## src/rtl/tdm_slot_mux.sv

```systemverilog
// Time-division multiplexer: interleaves NUM_CH parallel streams onto one registered bus,
// one programmable-length slot per active channel, with frame/slot markers for the framer.
module tdm_slot_mux #(
    parameter  int NUM_CH = 4,
    parameter  int DATA_W = 8,
    parameter  int CYC_W  = 4,
    localparam int CH_W   = $clog2(NUM_CH)
) (
    input  logic                     clk,
    input  logic                     rst,
    input  logic                     enable,
    input  logic [CH_W:0]            active_ch,
    input  logic [CYC_W-1:0]         cycles_per_slot,
    input  logic [NUM_CH*DATA_W-1:0] ds_in,
    output logic [DATA_W-1:0]        multiplexed_data,
    output logic [CH_W-1:0]          slot_ch,
    output logic                     data_valid,
    output logic                     slot_start,
    output logic                     frame_start,
    output logic                     cfg_err
);

    typedef enum logic {
        IDLE = 1'b0,
        RUN  = 1'b1
    } state_t;

    localparam logic [CH_W:0]    MAX_CH  = (CH_W + 1)'(NUM_CH);
    localparam logic [CH_W:0]    ONE_CH  = (CH_W + 1)'(1);
    localparam logic [CYC_W-1:0] ONE_CYC = CYC_W'(1);

    state_t              state_q;
    logic [CH_W-1:0]     ch_ptr_q;
    logic [CYC_W-1:0]    cyc_cnt_q;
    logic [CH_W:0]       n_ch_q;
    logic [CYC_W-1:0]    slot_len_q;
    logic [DATA_W-1:0]   data_q;
    logic [CH_W-1:0]     slot_ch_q;
    logic                valid_q;
    logic                slot_start_q;
    logic                frame_start_q;
    logic                cfg_err_q;

    logic [DATA_W-1:0]   ch_data [NUM_CH];
    logic                last_cyc;
    logic                last_slot;
    logic                frame_boundary;
    logic                cfg_illegal;
    logic [CH_W-1:0]     ch_ptr_d;

    for (genvar k = 0; k < NUM_CH; k++) begin : g_unpack
        assign ch_data[k] = ds_in[k*DATA_W +: DATA_W];
    end

    // Wrap points are found by comparison; n_ch_q and slot_len_q are never 0 while in RUN.
    assign last_cyc       = (cyc_cnt_q == slot_len_q - ONE_CYC);
    assign last_slot      = ({1'b0, ch_ptr_q} == n_ch_q - ONE_CH);
    assign frame_boundary = (state_q == IDLE) ? enable : (last_cyc && last_slot);
    assign cfg_illegal    = (active_ch == '0) || (active_ch > MAX_CH) || (cycles_per_slot == '0);
    assign ch_ptr_d       = ch_ptr_q + CH_W'(1);

    // NOTE: all state lives in one clocked block with non-blocking assignments, so every
    // register sees the pre-edge values of its neighbours regardless of statement order.
    always_ff @(posedge clk) begin
        if (rst) begin
            state_q       <= IDLE;
            ch_ptr_q      <= '0;
            cyc_cnt_q     <= '0;
            n_ch_q        <= '0;
            slot_len_q    <= '0;
            data_q        <= '0;
            slot_ch_q     <= '0;
            valid_q       <= 1'b0;
            slot_start_q  <= 1'b0;
            frame_start_q <= 1'b0;
            cfg_err_q     <= 1'b0;
        end else begin
            slot_start_q  <= 1'b0;
            frame_start_q <= 1'b0;
            if (frame_boundary) begin
                if (!enable) begin
                    state_q <= IDLE;
                    valid_q <= 1'b0;
                end else if (cfg_illegal) begin
                    state_q   <= IDLE;
                    valid_q   <= 1'b0;
                    cfg_err_q <= 1'b1;
                end else begin
                    state_q       <= RUN;
                    n_ch_q        <= active_ch;
                    slot_len_q    <= cycles_per_slot;
                    ch_ptr_q      <= '0;
                    cyc_cnt_q     <= '0;
                    data_q        <= ch_data[0];
                    slot_ch_q     <= '0;
                    valid_q       <= 1'b1;
                    slot_start_q  <= 1'b1;
                    frame_start_q <= 1'b1;
                    cfg_err_q     <= 1'b0;
                end
            end else if (state_q == RUN) begin
                if (!last_cyc) begin
                    cyc_cnt_q <= cyc_cnt_q + ONE_CYC;
                end else begin
                    // Next slot: the new channel is sampled once, here, and held for the slot.
                    ch_ptr_q     <= ch_ptr_d;
                    cyc_cnt_q    <= '0;
                    data_q       <= ch_data[ch_ptr_d];
                    slot_ch_q    <= ch_ptr_d;
                    slot_start_q <= 1'b1;
                end
            end
        end
    end

    assign multiplexed_data = data_q;
    assign slot_ch          = slot_ch_q;
    assign data_valid       = valid_q;
    assign slot_start       = slot_start_q;
    assign frame_start      = frame_start_q;
    assign cfg_err          = cfg_err_q;

endmodule

```

## config.mk

```make
export PLATFORM = sky130hd
export DESIGN_NAME = tdm_slot_mux
export DESIGN_NICKNAME = d
export VERILOG_FILES = /design/src/rtl/tdm_slot_mux.sv
export SDC_FILE = /design/constraint.sdc
export NUM_CORES = 1
export LEC_CHECK = 0
export CELL_PAD_IN_SITES_DETAIL_PLACEMENT = 0
export CELL_PAD_IN_SITES_GLOBAL_PLACEMENT = 1
export CORE_MARGIN = 2
export CORE_UTILIZATION = 33
export CTS_CLUSTER_SIZE = 30
export DETAILED_ROUTE_END_ITERATION = 16
export PLACE_DENSITY_LB_ADDON = 0.1
export SYNTH_ARGS = -nofsm -noshare
export SYNTH_HDL_FRONTEND = slang
export SYNTH_SLANG_ARGS = --single-unit
```

## constraint.sdc

```tcl
create_clock -name clk -period 2.53 [get_ports clk]
set_clock_uncertainty 0.05 [all_clocks]
set_input_delay 0.253 -clock clk [delete_from_list [all_inputs] [get_ports clk]]
set_output_delay 0.253 -clock clk [all_outputs]
set_load 0.02 [all_outputs]
```

==> results.sh <==
export IMPL_grtUsageMet1=0.2106
export IMPL_yosysWarnings=0
export IMPL_status="finished clean"
export IMPL_ir_drop_mv=0.1815
export IMPL_clock_root_buffer="clkbuf_8"
export IMPL_rr_endpoint="multiplexed_data[1]$_SDFFE_PP0P_"
export IMPL_grt_pass1_vias=1529
export IMPL_syn_nets=246
export IMPL_clk_latency_ns=0.27
export IMPL_synthCells=201
export IMPL_coreArea_mm2=0.004786
export IMPL_ys_seq_area_frac=0.3014
export IMPL_start_kind="flop"
export IMPL_portBuffers=55
export IMPL_wl_per_cell_um=13.33
export IMPL_finalHoldViolations=0
export IMPL_hold_class="reg -> reg"
export IMPL_dieArea_mm2=0.005615
export IMPL_slew_viol_final=0
export IMPL_grt_start_max_net_pins=19
export IMPL_dp_hpwl_um=3303
export IMPL_nFillCells=498
export IMPL_synth_cell_type_count=43
export IMPL_initial_utilization=0.3469
export IMPL_met3_usage=0.02544
export IMPL_n_antenna_cell=0
export IMPL_synth_area_mm2=0.001660
export IMPL_final_setup_viol_count=0
export IMPL_period_needed_ns=2.349
export IMPL_tightestPinTransition_ns=0.6430
export IMPL_drt_iter0_markers=59
export IMPL_hold_slack_ns=0.4186
export IMPL_most_common_layout_cells="55 x clkdlybuf4s50_1, 25 x dfxtp_1, 21 x a21oi_1, 18 x o21ai_0, 17 x mux2i_1"
export IMPL_fp_dieW_um=74.93
export IMPL_ant_nets=0
export IMPL_rsz0062_at_grt="false"
export IMPL_routed_wl_um=4306
export IMPL_io_pins=56
export IMPL_clkTransAtPathRegs_ns=0.09
export IMPL_fp_row_count=25
export IMPL_end_kind="flop"
export IMPL_antenna_found_initial=0
export IMPL_cts_buffers=3
export IMPL_critPathMaxFanout=13
export IMPL_grt_busiest_layer="met2"
export IMPL_reg2regPathDepth=8
export IMPL_required_ns=2.67
export IMPL_vias=1598
export IMPL_finalPower_uw=956.3
export IMPL_avgViaCountPerCell=4.947
export IMPL_overflow=0
export IMPL_final_common_cell="clkdlybuf4s50_1"
export IMPL_h_tree_depth=1
export IMPL_cp_arrival_ns=2.49
export IMPL_drtPass1Iterations=4
export IMPL_die_y_um=74.93
export IMPL_cts_tree="done"
export IMPL_grt_pass1_wl_um=7210
export IMPL_ys_seq_elements=25
export IMPL_instances_no_fill=323
export IMPL_fin_nets=302
export IMPL_synth_area_per_cell_um2=8.260
export IMPL_cp_startpoint="slot_len_q[0]$_SDFFE_PP0P_"
export IMPL_cap_viol_max_count=0
export IMPL_period_share=0.9283
export IMPL_drcViolationCount=0
export IMPL_dp_cells=318
export IMPL_setup_slack_ns=0.1814
export IMPL_grt_usage=0.1662
export IMPL_p_leak_uw=0.0008569
export IMPL_endpoint="multiplexed_data[1]$_SDFFE_PP0P_"
export IMPL_drive_gt1_frac=0.1133
export IMPL_grtUsageMet2=0.2943
export IMPL_fmax_mhz=425.8
export IMPL_final_setup_tns_ns=0
export IMPL_r2r_slack_ns=0.18
export IMPL_r2r_start="slot_len_q[0]$_SDFFE_PP0P_"
export IMPL_slew_limit_headroom=0.5704
export IMPL_clockBufferDepth=2
export IMPL_dp_slack_ns=0.07274
export IMPL_critPathKind="reg -> reg"
export IMPL_place_gp_congestion=0.7270
export IMPL_area_delta_synth_final_pct=42.65
export IMPL_cts_sinks=25
export IMPL_p_per_area_mw_per_mm2=403.8
## repair_timing
action	CTS	global route
gates resized for setup	0	1
endpoints found under the setup margin	0	11
setup buffers	0	1
hold buffers	0	0
## where the power goes
| part | leakage (uW) | switching, uW | internal (uW) |
|---|---|---|---|
| sequential | 0.000204 | 16.9 | 416 |
| clock | 0.0000255 | 138 | 111 |
| combinational | 0.000627 | 127 | 148 |
## layer usage
layer | vias to the layer above | share of wire
li1 | 833 | -
met1 | 735 | 0.46
met2 | 25 | 0.51
met3 | 5 | 0.028
met4 | 0 | 0.0098
met5 | - | 0
## cell type report
class	instances	area, um^2	share of cell area
well taps	67	83.83	0.03539
repair buffers	67	653.1	0.2758
clock inverters	1	5.005	0.002113
flip-flops and latches	25	500.5	0.2113
clock buffers	3	41.29	0.01743
inverters	14	52.55	0.02219
multi-input cells	146	1032	0.4358
## cell families after synthesis
kind of cell / synth area share
compound gates: 0.2751
simple gates: 0.1650
buf+inv: 0.08139
flops: 0.3014
mux: 0.1025
xor+xnor: 0.05200
fa+ha+maj: 0.02261
## state kept, by name, summed over array words and instances (netlist names), 2 cells and up
register	count
slot_len_q	4
multiplexed_data	8
slot_ch	2
n_ch_q	3
cyc_cnt_q	4
## synthesized netlist by cell type
cell type | instances | area, um^2
a21oi_2 | 1 | 8.760
nor2_1 | 12 | 45.04
nor3_1 | 4 | 20.02
nor4_2 | 1 | 12.51
dfxtp_1 | 25 | 500.5
or3_1 | 1 | 6.260
nor2b_1 | 3 | 18.77
nand3b_1 | 2 | 15.01
a22oi_2 | 1 | 12.51
a31oi_1 | 1 | 6.260
nand4_2 | 1 | 12.51
a21oi_1 | 21 | 105.1
or4_4 | 1 | 11.26
buf_1 | 2 | 7.510
o311ai_0 | 1 | 8.760
nand2_1 | 11 | 41.29
xor2_1 | 3 | 26.28
a21boi_0 | 1 | 7.510
xor2_2 | 1 | 16.27
nor4b_2 | 1 | 15.01
o2bb2ai_1 | 8 | 70.07
o31ai_4 | 1 | 21.27
o21a_4 | 1 | 15.01
a211oi_1 | 2 | 15.01
inv_1 | 14 | 52.55
o21ai_1 | 1 | 5.000
and4_1 | 1 | 8.760
clkbuf_1 | 5 | 18.77
ha_1 | 3 | 37.54
nand2b_1 | 1 | 6.260
o31ai_1 | 1 | 7.510
nand3_2 | 1 | 10.01
o21a_1 | 1 | 7.510
o21ai_0 | 18 | 90.09
mux2i_1 | 17 | 170.2
nand2_2 | 1 | 6.260
buf_2 | 6 | 30.03
buf_4 | 2 | 15.01
xnor2_1 | 5 | 43.79
a221oi_1 | 7 | 61.31
a221oi_2 | 1 | 15.01
buf_6 | 1 | 11.26
nand3_1 | 9 | 45.04
## worst min-delay path by stage
| stage | from | endpoint | slack [ns] | cells after the start |
|---|---|---|---|---|
| after floorplan | rst | multiplexed_data[1]$_SDFFE_PP0P_ | 0.28 | 1 |
| after global placement | multiplexed_data[6]$_SDFFE_PP0P_ | multiplexed_data[6]$_SDFFE_PP0P_ | 0.40 | 2 |
| after detailed placement | multiplexed_data[3]$_SDFFE_PP0P_ | multiplexed_data[3]$_SDFFE_PP0P_ | 0.41 | 2 |
| after CTS | multiplexed_data[3]$_SDFFE_PP0P_ | multiplexed_data[3]$_SDFFE_PP0P_ | 0.42 | 2 |
| after global routing | multiplexed_data[4]$_SDFFE_PP0P_ | multiplexed_data[4]$_SDFFE_PP0P_ | 0.44 | 2 |
| final | multiplexed_data[3]$_SDFFE_PP0P_ | multiplexed_data[3]$_SDFFE_PP0P_ | 0.42 | 2 |
## metrics by stage
step             util  area, um^2
2_1_floorplan       -        1660
3_3_place_gp   0.4795        2295
3_5_place_dp   0.4795        2295
4_1_cts        0.4892        2341
5_1_grt        0.4949        2369
6_report       0.4949        2369
## worst max-delay path, stage by stage, from the launching register on
cell	delay (ns)
dfxtp_1	0.40
inv_1	0.06
ha_1	0.33
xnor2_2	0.17
nor4b_2	0.31
a22oi_2	0.16
buf_4	0.20
o21a_4	0.28
a221oi_1	0.29
Note: power is estimated with default switching activity, not from simulation.
